--- src/rtl/compare_cards_pkg.sv ---
// Shared constants and face-value mapping for the 6x6 memory card match checker.
// Locations i and i+18 carry the same face value, so they form a pair.
package compare_cards_pkg;

    localparam int NUM_CARDS = 36;
    localparam int NUM_PAIRS = 18;

    localparam logic [2:0] ST_IDLE = 3'd0;
    localparam logic [2:0] ST_PLAY = 3'd2;

    typedef enum logic {
        PICK_FIRST  = 1'b0,
        PICK_SECOND = 1'b1
    } pick_e;

    function automatic logic [4:0] card_val(input logic [5:0] idx);
        return 5'(idx % 6'(NUM_PAIRS)) ^ 5'b01111;
    endfunction

endpackage

--- src/rtl/card_rom.sv ---
// Combinational grid-index to face-value lookup.
module card_rom
    import compare_cards_pkg::*;
(
    input  logic [5:0] idx,
    output logic [4:0] val
);

    assign val = card_val(idx);

endmodule

--- src/rtl/compare_cards.sv ---
// Match-checking core: takes two picks per turn, tracks matched cards and pair count,
// and raises GO once every pair has been found.
module compare_cards
    import compare_cards_pkg::*;
(
    input  logic        clock,
    input  logic        reset,
    input  logic        A,
    input  logic [2:0]  inputState,
    input  logic [5:0]  mem6x6,
    output logic        GO,
    output logic [31:0] pairsFound,
    output logic [4:0]  data1,
    output logic [4:0]  data2,
    output logic        cardOneTwo,
    output logic [5:0]  card1Loc,
    output logic [5:0]  card2Loc,
    output logic [5:0]  selectedCard
);

    logic                 a_prev;
    logic                 press;
    logic                 in_range;
    logic                 already_matched;
    logic                 same_as_first;
    logic                 accept;
    logic                 is_match;
    logic [4:0]           pick_val;
    logic [4:0]           card1_val;

    pick_e                pick_q, pick_d;
    logic [NUM_CARDS-1:0] matched, matched_d;
    logic                 go_d;
    logic [31:0]          pairs_d;
    logic [4:0]           data1_d, data2_d;
    logic [5:0]           card1_d, card2_d, sel_d;

    card_rom u_pick_rom  (.idx(mem6x6),   .val(pick_val));
    card_rom u_first_rom (.idx(card1Loc), .val(card1_val));

    // A held high produces a single press on its rising edge.
    assign press           = A & ~a_prev;
    assign in_range        = (mem6x6 < 6'(NUM_CARDS));
    assign already_matched = in_range & matched[mem6x6];
    assign same_as_first   = (pick_q == PICK_SECOND) && (mem6x6 == card1Loc);
    assign accept          = press && (inputState == ST_PLAY) && !GO && in_range
                             && !already_matched && !same_as_first;
    assign is_match        = (card1_val == pick_val);
    assign cardOneTwo      = (pick_q == PICK_SECOND);

    always_comb begin
        // NOTE: every next-state value defaults to hold first, so no path can infer a latch.
        pick_d    = pick_q;
        matched_d = matched;
        go_d      = GO;
        pairs_d   = pairsFound;
        data1_d   = data1;
        data2_d   = data2;
        card1_d   = card1Loc;
        card2_d   = card2Loc;
        sel_d     = selectedCard;

        if (inputState == ST_IDLE) begin
            pick_d    = PICK_FIRST;
            matched_d = '0;
            go_d      = 1'b0;
            pairs_d   = '0;
            data1_d   = '0;
            data2_d   = '0;
            card1_d   = '0;
            card2_d   = '0;
            sel_d     = '0;
        end else if (inputState == ST_PLAY) begin
            if (accept) begin
                sel_d = mem6x6;
                if (pick_q == PICK_FIRST) begin
                    card1_d = mem6x6;
                    data1_d = pick_val;
                    pick_d  = PICK_SECOND;
                end else begin
                    card2_d = mem6x6;
                    data2_d = pick_val;
                    pick_d  = PICK_FIRST;
                    if (is_match) begin
                        matched_d[card1Loc] = 1'b1;
                        matched_d[mem6x6]   = 1'b1;
                        pairs_d             = pairsFound + 32'd1;
                    end
                end
            end
            // GO trails the final pair by one edge and is sticky until the game clears.
            if (pairsFound == 32'(NUM_PAIRS)) begin
                go_d = 1'b1;
            end
        end
    end

    always_ff @(posedge clock) begin
        // NOTE: sequential state uses non-blocking assignments so all flops update together.
        if (reset) begin
            a_prev       <= 1'b0;
            pick_q       <= PICK_FIRST;
            // NOTE: the matched mask is a flop vector, not a RAM, so it is reset with the rest.
            matched      <= '0;
            GO           <= 1'b0;
            pairsFound   <= '0;
            data1        <= '0;
            data2        <= '0;
            card1Loc     <= '0;
            card2Loc     <= '0;
            selectedCard <= '0;
        end else begin
            a_prev       <= A;
            pick_q       <= pick_d;
            matched      <= matched_d;
            GO           <= go_d;
            pairsFound   <= pairs_d;
            data1        <= data1_d;
            data2        <= data2_d;
            card1Loc     <= card1_d;
            card2Loc     <= card2_d;
            selectedCard <= sel_d;
        end
    end

endmodule

--- config.mk ---
export PLATFORM = sky130hd
export DESIGN_NAME = compare_cards
export DESIGN_NICKNAME = d
export VERILOG_FILES = /design/src/rtl/compare_cards_pkg.sv /design/src/rtl/card_rom.sv /design/src/rtl/compare_cards.sv
export SDC_FILE = /design/constraint.sdc
export NUM_CORES = 1
export LEC_CHECK = 0
export CORE_UTILIZATION = 60
export DETAILED_ROUTE_END_ITERATION = 12
export PLACE_DENSITY = 0.86
export RECOVER_POWER = 100
export SETUP_SLACK_MARGIN = 0.1
export SLEW_MARGIN = 0
export SYNTH_ARGS = -nofsm -noshare
export SYNTH_HDL_FRONTEND = slang
export SYNTH_SLANG_ARGS = --single-unit
--- constraint.sdc ---
create_clock -name clock -period 9 [get_ports clock]
set_input_delay 2.25 -clock clock [delete_from_list [all_inputs] [get_ports clock]]
set_output_delay 2.25 -clock clock [all_outputs]
set_load 0.03 [all_outputs]
# == Yosys cells after proc, flatten, opt, wreduce, memory -nomap -nowiden ==
# Index checks and enable logic that the tools add are counted.
# classes
addsub,1
div_mod_pow,2
magnitude_cmp,5
n_eq_ne,4
n_mux,7
bitwise,8
reduce_logical,18
# ops
operator,count
OR 36 bit,2
"adder 32 x 1 -> 32 bit, second input constant",1
"== test 32 x 5 -> 1 bit, second input constant",1
"less-than comparator 6 x 7 -> 1 bit, second input constant",2
demux 1 bit (select 6 bit),2
"greater-or-equal comparator 6 x 1 -> 1 bit, second input constant",2
"modulo 6 x 5 -> 6 bit, second input constant",2
logical AND 1 bit,8
NOT 4 bit,2
binary-select mux 1 bit (select 6 bit),1
== test 6 bit,1
"less-than comparator 6 bit, second input constant",1
AND reduction 3 bit,2
== test 5 bit,1
2-to-1 mux 1 bit,4
AND reduction 2 bit,2
AND reduction 4 bit,1
"== test 3 x 2 -> 1 bit, second input constant",1
logical NOT 1 bit,3
logical NOT 3 bit,1
AND 1 bit,2
NOT 1 bit,2
OR reduction 2 bit,1
# totals
reg_bits,99
inputBits,12
output_inout_bits,62
wordCells,55

# == Longest topological paths before layout ==
# Gate-level depths: netlist of run 1.
# depth
ltp_word,8
ltp_mapped,12
mapped_depth_nobuf,7

# == Hierarchy ==
# A second synthesis of run 1 with hierarchy kept.
# hier_totals
hier_cells,697
hier_area_um2,5605.4
# modules_own_cells
module,instances,cells_per_inst,area_each_um2,seq_area_each_um2
compare_cards,1,645,5247.5,1981.9
card_rom,2,26,178.9,0.0

# == Worst setup path after synthesis of run 1 ==
# No wires, ideal clock.
# synth_timing
kind,input port to flip-flop
from,in mem6x6[1]
to,reg pairsFound[13]
setup_ps,132
arrival_ps,4851
t_required_ps,8868
setup_slack_ps,4017
path_stages,11
n_path_buf,4
path_cell_list,buf_6 > mux4_2 > o31ai_2 > o31ai_1 > or4_1 > buf_2 > or3_1 > buf_2 > buf_2 > o41ai_1 > a21oi_1
# synth_via
elab_chain_len,7
elab_cells_between_ends,15
cone_classes,div (1); order compare (1); eq/ne (2); mux (2); bitwise (2); reduce/logical (7)
# synth_rtl
element,line,rtl
from (decl),compare_cards.sv:10,"input logic [5:0] mem6x6,"
"parallel branches: the longest is 6 deep, another holds modulo 6 x 5 -> 6 bit",n/a,
AND reduction 4 bit (no line) *,n/a,
to (signal assigned),compare_cards.sv:117,pairsFound <= pairs_d;
to (decl),compare_cards.sv:12,"output logic [31:0] pairsFound,"
# Every way passes the cells marked *. The select of a mux whose other input is x is not followed.
# A chain may end at the register's enable or synchronous reset.

# == Worst setup path in the final report of run 1 ==
# layout_timing
from,in inputState[2]
to,reg pairsFound[1]
# layout_via
elab_chain_len,7
elab_cells_between_ends,9
cone_classes,eq/ne (1); reduce/logical (8)
# layout_rtl
element,line,rtl
from (decl),compare_cards.sv:9,"input logic [2:0] inputState,"
== test 3 x 2 -> 1 bit,"compare_cards.sv:46, compare_cards.sv:73",
logical AND 1 bit (3 in series),compare_cards.sv:46,assign accept = press && (inputState == ST_PLAY) && !GO && in_range
logical AND 1 bit (2 in series),compare_cards.sv:47,&& !already_matched && !same_as_first;
AND reduction 4 bit (no line),n/a,
# Parallel ways exist; a longest one is shown, timed or not.

==> flow_summary.json, run 1 <==
{
  "port_buffers": 73,
  "grt_pass1_vias": 5125,
  "ios": 74,
  "placed_area_sq_um": 6118,
  "max_freq_mhz": 145.9,
  "setup_viol": 0,
  "reg2reg_from": "card1Loc[1]",
  "power_uw": 832.9,
  "diodes": 0,
  "crit_family": "buffers and inverters",
  "antenna_found_initial": 0,
  "layout_min_cycle_time_ps": 6853,
  "cts_tree": "built",
  "synth_edf_count": 0,
  "cpMaxStageDelayCell": "clkbuf_1",
  "path_buf_inv": 2,
  "fillers": 730,
  "hold_path.class": "register to register",
  "crit_chain": "dlygate4sd3_1 -> nor3_1 -> or2_0 -> clkbuf_1 -> o31ai_1",
  "synth.avg_cell_area_sq_um": 8.089,
  "layout_common_cells": "99 x dfxtp_1, 86 x nor2_1, 65 x dlygate4sd3_1, 40 x a31oi_1, 38 x o22ai_1",
  "layout_commonest_cell": "dfxtp_1",
  "finalHoldViolCount": 0,
  "p_leak_uw": 0.002142,
  "finalCritPeriodShare": 0.7614,
  "clkSlewWorstSetupHoldPaths_ps": 90,
  "cp_num_cells": 5,
  "drcViolationCount": 0,
  "endpoint_kind": "register",
  "crit_required_ps": 9150,
  "drive_above_1_share": 0.07244,
  "ctsResizeCount": 0,
  "hp-start": "matched[27]",
  "dieArea_sq_um": 9459,
  "drt_wl_total_mm": 15.61,
  "grt_overflow": 0,
  "ys_ff_latch": 99,
  "die-width_microns": 97.26,
  "synth_cell_type_count": 66,
  "r2r_end": "matched[29]",
  "rrSetupSlack_ps": 4650,
  "cts.hold.buffers_added": 0,
  "skew_ps": 12.89,
  "cts_root_buf": "clkbuf_8",
  "grt_pass1_wl_mm": 25.57,
  "routabilityCongestion": 0.9415,
  "clk_latency_ps": 370,
  "rsz0062_at_grt": "false",
  "cp_slowest_stage_delay_ps": 1870,
  "async_reset_ff_frac": 0,
  "syn_nets": 687,
  "violations": "max-capacitance violations, max-slew violations",
  "row_count": 34,
  "stdcell_count": 812,
  "via_per_inst": 6.820,
  "core_sq_um": 8763,
  "num-nets-final": 713,
  "ir_drop_mv": 0.09094,
  "postCtsSetupRepairBufs": 0,
  "dp_hpwl_mm": 10.17,
  "maxSlewViolCount": 132,
  "worstPathArrival_ps": 7000,
  "area_growth_syn_to_layout_pct": 16.41,
  "initial_core_util": 0.6212,
  "stdcell_area_sq_um": 6337,
  "crit_fanout": 57,
  "dp_cells": 796,
  "vias": 5538,
  "ff2ff_path_depth": 8,
  "postRouteAntennaNets": 0,
  "ys_warn_count": 0,
  "maxSlewHeadroom": -0.6718,
  "cts.sinks": 99,
  "grt_max_degree": 73,
  "critPathLaunchType": "input port",
  "ys.flop_type": "dfxtp_1",
  "drtIter0Drc": 567,
  "clk_path_buf_depth": 2,
  "die_h_microns": 97.26,
  "min_path_cells": 2,
  "maxCapViolCount": 3,
  "path_class": "input port to register",
  "cp-startpoint": "inputState[2]",
  "htreeDepth": 3,
  "worst_pin_slew_ps": 2508,
  "ys_seq_area_frac": 0.3641,
  "whs_endpoint": "matched[27]",
  "mappedNetlistArea_sq_um": 5444,
  "tns_ps": 0,
  "dr.pass1.iters": 5,
  "cts_inserted_buffers": 9,
  "power_per_cell_area_nw_per_um2": 131.4,
  "status": "finished with violations",
  "avgRoutedWirePerCell_microns": 19.23,
  "postSynthCellCount": 673,
  "track_usage": 0.3300
}
==> power by group <==
part	internal [uW]	switching (uW)	leakage (uW)	total, uW
Combinational	20.1	45.6	0.00123	65.8
Clock	166	161	0.000110	327
Sequential	439	1.72	0.000797	440
==> stage by stage <==
step | hold slack, ps | worst slack (ps) | utilization
final | 469.5 | 2147 | 0.7232
after global routing | 505.9 | 1575 | 0.7232
after CTS | 470.7 | 3095 | 0.7240
after detailed placement | 449.4 | 2748 | 0.6982
after global placement | 443.2 | 2788 | 0.6982
after floorplan | 428.8 | 4017 | -
==> cells in the mapped netlist (2+ instances only) <==
master | count | area share
mux2_2 | 5 | 0.010
dfxtp_1 | 99 | 0.36
nand3_1 | 16 | 0.015
or3_1 | 17 | 0.020
a21o_1 | 2 | 0.0028
nand2_1 | 30 | 0.021
ha_1 | 2 | 0.0046
nand4b_1 | 12 | 0.019
clkbuf_1 | 46 | 0.032
a31o_2 | 12 | 0.019
nor3b_1 | 4 | 0.0055
and4_1 | 2 | 0.0032
nor3_1 | 16 | 0.015
nor2b_1 | 10 | 0.011
and2_1 | 2 | 0.0023
xnor2_1 | 9 | 0.014
nand3b_1 | 9 | 0.012
o21ai_0 | 2 | 0.0018
o41ai_1 | 10 | 0.016
and3_1 | 9 | 0.010
o31ai_1 | 6 | 0.0083
nor4_1 | 12 | 0.014
or2_2 | 4 | 0.0046
nand4_1 | 19 | 0.022
o22ai_1 | 38 | 0.044
nor4b_1 | 2 | 0.0032
buf_2 | 9 | 0.0083
a31oi_1 | 40 | 0.046
nand2b_1 | 3 | 0.0034
o211ai_1 | 2 | 0.0028
or4_1 | 4 | 0.0055
mux2i_1 | 32 | 0.059
inv_1 | 22 | 0.015
a22oi_1 | 2 | 0.0028
buf_1 | 7 | 0.0048
mux4_2 | 3 | 0.012
nor2_1 | 87 | 0.060
a21oi_1 | 36 | 0.033
or3b_2 | 2 | 0.0032
a211oi_1 | 3 | 0.0041
==> logic make-up (layout without fill, tap and decap cells) <==
| logic type | Yosys count | in the layout | synth area share |
|---|---|---|---|
| simple gates | 266 | 266 | 0.2611 |
| compound gates | 170 | 170 | 0.2098 |
| flops | 99 | 99 | 0.3641 |
| buf+inv | 86 | 117 | 0.06274 |
| mux | 40 | 40 | 0.08159 |
| xor+xnor | 10 | 10 | 0.01609 |
| fa+ha+maj | 2 | 2 | 0.004596 |
==> final cells by class <==
type	instances	area, sq um	area share
clock buffer	11	141.4	0.02231
clock inverter	5	85.08	0.01343
inverter	23	86.33	0.01362
multi-input combinational	488	3147	0.4965
sequential	99	1982	0.3127
tap	108	135.1	0.02132
timing repair buffer	78	760.7	0.1200
==> how the worst max path moves through the flow <==
stage / endpoint
global placement: cardOneTwo
global route: pairsFound[1]
detailed placement: cardOneTwo
floorplan: pairsFound[13]
CTS: cardOneTwo
finish: pairsFound[1]
==> worst min-delay path: stages, from the launching register on <==
cell and delay (ps):
dfxtp_1 330, a31oi_1 40, nor2_1 70
==> state kept, by name (all words and copies together), names as in the netlist <==
signal,count
matched,36
pairsFound,32
card1Loc,6
card2Loc,6
selectedCard,6
data1,5
data2,5
GO,1
a_prev,1
cardOneTwo,1
==> routing by layer <==
metal	global-route usage	wire length, microns	vias to the layer above
met1	0.4354	6371	2609
li1	-	-	2568
met5	0	0	-
met4	0.1312	418	0
met2	0.5471	7584	313
met3	0.04532	1239	48
No activity file was read; power rests on OpenSTA's default activity.
==> run 2: changes to the inputs <==
--- a/config.mk
+++ b/config.mk
@@ -5,9 +5,9 @@
 export SDC_FILE = /design/constraint.sdc
 export NUM_CORES = 1
 export LEC_CHECK = 0
-export CORE_UTILIZATION = 60
+export CORE_UTILIZATION = 55
 export DETAILED_ROUTE_END_ITERATION = 12
-export PLACE_DENSITY = 0.86
+export PLACE_DENSITY = 0.8
 export RECOVER_POWER = 100
 export SETUP_SLACK_MARGIN = 0.1
 export SLEW_MARGIN = 0
==> constraint.sdc (replaced) <==
create_clock -name clock -period 6.7 [get_ports clock]
set_input_delay 1.675 -clock clock [delete_from_list [all_inputs] [get_ports clock]]
set_output_delay 1.675 -clock clock [all_outputs]
set_load 0.03 [all_outputs]
==> run 2 against run 1 <==
Compared with the run above:
- the run still ends with max-capacitance violations, max-slew violations left
- setup slack got worse by 1300 ps
- critical path type unchanged
- sequential share of layout area shrank 0.080 points
- combinational power is 33% higher
- sequential power is 35% higher
==> flow_summary.json, run 2 (same netlist as run 1, synthesis figures left out) <==
{
  "layout_commonest_cell": "dfxtp_1",
  "multi_input_comb_area_sq_um": 3142,
  "via_per_inst": 6.550,
  "violations": "max-capacitance violations, max-slew violations",
  "dp_cells": 821,
  "skew_ps": 19.95,
  "layout_min_cycle_time_ps": 5855,
  "drive_above_1_share": 0.07910,
  "whs_ps": 478.5,
  "core_sq_um": 9415,
  "row_count": 35,
  "stdcell_count": 837,
  "critPathLaunchType": "input port",
  "port_buffers": 73,
  "layout_common_cells": "99 x dfxtp_1, 86 x nor2_1, 65 x dlygate4sd3_1, 40 x a31oi_1, 38 x o22ai_1",
  "cts.sinks": 99,
  "rsz0062_at_grt": "false",
  "crit_required_ps": 6960,
  "avgRoutedWirePerCell_microns": 18.59,
  "grt_pass1_wl_mm": 25.17,
  "placed_area_sq_um": 6175,
  "top_register": "matched",
  "htreeDepth": 3,
  "track_usage": 0.3117,
  "diodes": 0,
  "ir_drop_mv": 0.1126,
  "fillers": 804,
  "clk_latency_ps": 380,
  "cts.hold.buffers_added": 0,
  "post-place-ws_ps": 1066,
  "hp-start": "matched[19]",
  "area_growth_syn_to_layout_pct": 16.71,
  "vias": 5482,
  "drtIter0Drc": 421,
  "dp_hpwl_mm": 10.46,
  "ctsResizeCount": 0,
  "num-nets-final": 717,
  "grt_pass1_vias": 4919,
  "finalHoldViolCount": 0,
  "clk_path_buf_depth": 2,
  "ff2ff_path_depth": 8,
  "initial_core_util": 0.5782,
  "antenna_found_initial": 0,
  "status": "finished with violations",
  "grt_overflow": 0,
  "endpoint_kind": "register",
  "postCtsSetupRepairBufs": 0,
  "drcViolationCount": 0,
  "dieArea_sq_um": 10300,
  "die_h_microns": 101.5,
  "cts_root_buf": "clkbuf_8",
  "stdcell_area_sq_um": 6354,
  "tns_ps": 0,
  "die-width_microns": 101.5,
  "setup_viol": 0,
  "ios": 74,
  "p_leak_uw": 0.002154,
  "dr.pass1.iters": 6,
  "cp-startpoint": "mem6x6[1]",
  "reg_top3": "matched (36), pairsFound (32)",
  "cts_inserted_buffers": 9,
  "max_freq_mhz": 170.8,
  "register_area_sq_um": 1982,
  "maxSlewHeadroom": -0.6374,
  "finalCritPeriodShare": 0.8739,
  "drt_wl_total_mm": 15.56,
  "cts_tree": "built",
  "maxSlewViolCount": 44,
  "min_path_cells": 2,
  "worstPathArrival_ps": 6120,
  "worst_pin_slew_ps": 2456,
  "clkSlewWorstSetupHoldPaths_ps": 100,
  "hold_path.class": "register to register",
  "postRouteAntennaNets": 0,
  "grt_max_degree": 73,
  "largest_reg_flops": 36,
  "path_class": "input port to register",
  "maxCapViolCount": 1,
  "reg2reg_from": "card1Loc[4]",
  "setup_ws_ps": 845.1,
  "routabilityCongestion": 0.9684,
  "crit_fanout": 72,
  "power_per_cell_area_nw_per_um2": 168.4
}
run 2: cell types whose count changed in the layout (fill, tap and decap cells not counted):
cell        delta
o31ai_1        +1
clkbuf_2       +2
clkinvlp_4     -1
bufinv_16      -2
clkbuf_1       -2
inv_6          +2
clkinv_4       +1
o31ai_2        -1
inv_8          +1
buf_4          +3
run 2: critical path, cell delays in order:
cell and delay (ps):
dlygate4sd3_1 930, clkbuf_1 540, nor2b_1 90, o311ai_0 330, o2bb2a_1 310, xnor2_1 620, nor4_4 40, clkbuf_2 800
a31o_2 550, a21oi_1 160
run 2: metal layers:
metal	vias to the layer above	part of all wire	GRT usage
met3	20	0.078	0.06487
met4	0	0.014	0.08919
met5	-	0	0
li1	2574	-	-
met1	2640	0.42	0.4114
met2	248	0.48	0.5154
run 2: report_power, final:
group          switching [uW]  internal (uW)  total (uW)
logic                    60.0           27.4        87.4
clock network             237            154         391
registers                2.31            590         592
total                     299            771        1070
run 2: cell type report:
cell class                 count  area share
inverter                      23     0.01359
clock inverter                 6    0.008665
timing repair buffer          82      0.1243
sequential                    99      0.3119
multi-input combinational    488      0.4945
tap                          129     0.02540
clock buffer                  10     0.02166
run 2: worst paths after layout:
check                        end  slack (ps)
hold reg to reg      matched[19]         480
setup / recovery  pairsFound[19]         850
setup reg to reg  pairsFound[19]        2700
hold / removal       matched[19]         480
run 2: per-stage QoR:
stage	util	total power, uW
floorplan	-	665.8
global placement	0.6558	690.8
detailed placement	0.6558	692.7
CTS	0.6763	1074
global route	0.6748	1107
finish	0.6748	1070
==> run 3: changes to the inputs <==
--- a/config.mk
+++ b/config.mk
@@ -7,6 +7,7 @@
 export LEC_CHECK = 0
 export CORE_UTILIZATION = 55
 export DETAILED_ROUTE_END_ITERATION = 12
+export GPL_ROUTABILITY_DRIVEN = 0
 export PLACE_DENSITY = 0.8
 export RECOVER_POWER = 100
 export SETUP_SLACK_MARGIN = 0.1
==> constraint.sdc (replaced) <==
create_clock -name clock -period 6.7 [get_ports clock]
set_input_delay 1.34 -clock clock [delete_from_list [all_inputs] [get_ports clock]]
set_output_delay 1.34 -clock clock [all_outputs]
set_load 0.03 [all_outputs]
==> run 3 against run 2 <==
Compared with the run above:
- the run still ends with max-capacitance violations, max-slew violations left
- total power decreased by 0.70%
- wire length up 0.85%
- combinational power increased by 0.9%
==> flow_summary.json, run 3 (same netlist as run 1, synthesis figures left out) <==
{
  "die_h_microns": 101.5,
  "dp_cells": 818,
  "critPathLaunchType": "input port",
  "hold_path.class": "register to register",
  "drt_wl_total_mm": 15.70,
  "cts_tree": "built",
  "dr.pass1.iters": 8,
  "core_sq_um": 9415,
  "grt_overflow": 0,
  "postRouteAntennaNets": 0,
  "internal_power_uw": 770.1,
  "p_leak_uw": 0.002139,
  "endpoint_kind": "register",
  "layout_min_cycle_time_ps": 5766,
  "maxSlewViolCount": 46,
  "cp_slowest_stage_delay_ps": 1640,
  "cp-startpoint": "mem6x6[1]",
  "cts_root_buf": "clkbuf_8",
  "track_usage": 0.3088,
  "row_count": 35,
  "crit_required_ps": 6890,
  "num-nets-final": 714,
  "drcViolationCount": 0,
  "path_class": "input port to register",
  "maxSlewHeadroom": -0.3845,
  "status": "finished with violations",
  "clkSlewWorstSetupHoldPaths_ps": 100,
  "power_switching_uw": 292.4,
  "rrSetupSlack_ps": 2520,
  "p_clk_frac": 0.360,
  "htreeDepth": 3,
  "die-width_microns": 101.5,
  "grt_max_degree": 73,
  "cts.sinks": 99,
  "tns_ps": 0,
  "vias": 5666,
  "area_growth_syn_to_layout_pct": 16.34,
  "grt_pass1_wl_mm": 25.14,
  "antenna_found_initial": 0,
  "largest_reg_flops": 36,
  "top_register": "matched",
  "path_common_cell": "o31ai_1",
  "via_per_inst": 6.794,
  "postCtsSetupRepairBufs": 0,
  "crit_chain": "dlygate4sd3_1 -> mux4_2 -> o31ai_1 -> o31ai_1 -> or4_1 -> nor3_1 -> mux2i_1 -> nor2_1",
  "setup_viol": 0,
  "reg_top3": "matched (36), pairsFound (32)",
  "comb_power_share": 0.083,
  "fillers": 763,
  "layout_common_cells": "99 x dfxtp_1, 86 x nor2_1, 64 x dlygate4sd3_1, 40 x a31oi_1, 38 x o22ai_1",
  "cts.hold.buffers_added": 0,
  "p_seq_frac": 0.557,
  "clk_latency_ps": 380,
  "avgRoutedWirePerCell_microns": 18.82,
  "cts_inserted_buffers": 9,
  "ios": 74,
  "hp-start": "matched[31]",
  "grt_pass1_vias": 5161,
  "max_freq_mhz": 173.4,
  "reg2reg_from": "card1Loc[2]",
  "switching_share": 0.2752,
  "power_per_cell_area_nw_per_um2": 167.8,
  "clk_path_buf_depth": 2,
  "diodes": 0,
  "path_buf_inv": 1,
  "worstPathArrival_ps": 5960,
  "stdcell_count": 834,
  "finalCritPeriodShare": 0.8607,
  "skew_ps": 17.73,
  "drtIter0Drc": 604,
  "drive_above_1_share": 0.07518,
  "ctsResizeCount": 0,
  "violations": "max-capacitance violations, max-slew violations",
  "layout_commonest_cell": "dfxtp_1",
  "rsz0062_at_grt": "false",
  "ir_drop_mv": 0.1190,
  "cpMaxStageDelayCell": "nor3_1",
  "crit_fanout": 12,
  "port_buffers": 73,
  "initial_core_util": 0.5782,
  "maxCapViolCount": 2,
  "finalHoldViolCount": 0,
  "dp_hpwl_mm": 10.25,
  "dieArea_sq_um": 10300,
  "crit_family": "simple AND/OR/NAND/NOR gates",
  "worst_pin_slew_ps": 2061
}
==> run 3: layout make-up <==
cell class	count	area, sq um	area share
repair buffers	79	775.7	0.1225
multi-input cells	488	3137	0.4953
inverters	23	86.33	0.01363
clock inverters	6	53.80	0.008495
clock buffers	10	137.6	0.02173
flip-flops and latches	99	1982	0.3129
well taps	129	161.4	0.02548
==> run 3: power groups by stage <==
stage | clock [uW] | sequential (uW) | combinational [uW]
4_1_cts | 387 | 592 | 87.1
6_report | 382 | 592 | 88.2
2_1_floorplan | 0 | 606 | 59.7
5_1_grt | 407 | 592 | 93.7
3_3_place_gp | 0 | 605 | 84.8
3_5_place_dp | 0 | 606 | 86.5
==> run 3: per-stage QoR <==
step / total power [uW] / utilization / setup slack, ps / instance area [sq um] / hold WS (ps)
global route: 1093 / 0.6727 / 722.1 / 6334 / 494.7
floorplan: 665.8 / - / 2627 / 5444 / 428.8
finish: 1062 / 0.6727 / 933.5 / 6334 / 473.7
detailed placement: 692.1 / 0.6534 / 1367 / 6152 / 453.1
CTS: 1066 / 0.6738 / 1711 / 6344 / 474.9
global placement: 690.3 / 0.6534 / 1471 / 6152 / 442.9
==> run 3: per-layer routing <==
metal	track usage	vias up	routed length (microns)	share of wire
li1	-	2567	-	-
met1	0.4025	2635	6179	0.39
met2	0.5044	385	7471	0.48
met3	0.04693	79	1455	0.093
met4	0.1438	0	590	0.038
met5	0	-	0	0
==> run 3: final timing paths <==
check / to / cells after the start
max reg2reg: data2[4] / 7
max: data2[4] / 8
min reg2reg: matched[31] / 2
min: matched[31] / 2
==> run 3: worst register-to-register path, stage by stage, from the launching register on <==
cell       delay (ps)
dfxtp_1           840
xnor2_1           140
nand4_1           130
o2111ai_1         120
or4_1             680
nor3_1           1650
mux2i_1           380
nor2_1             70
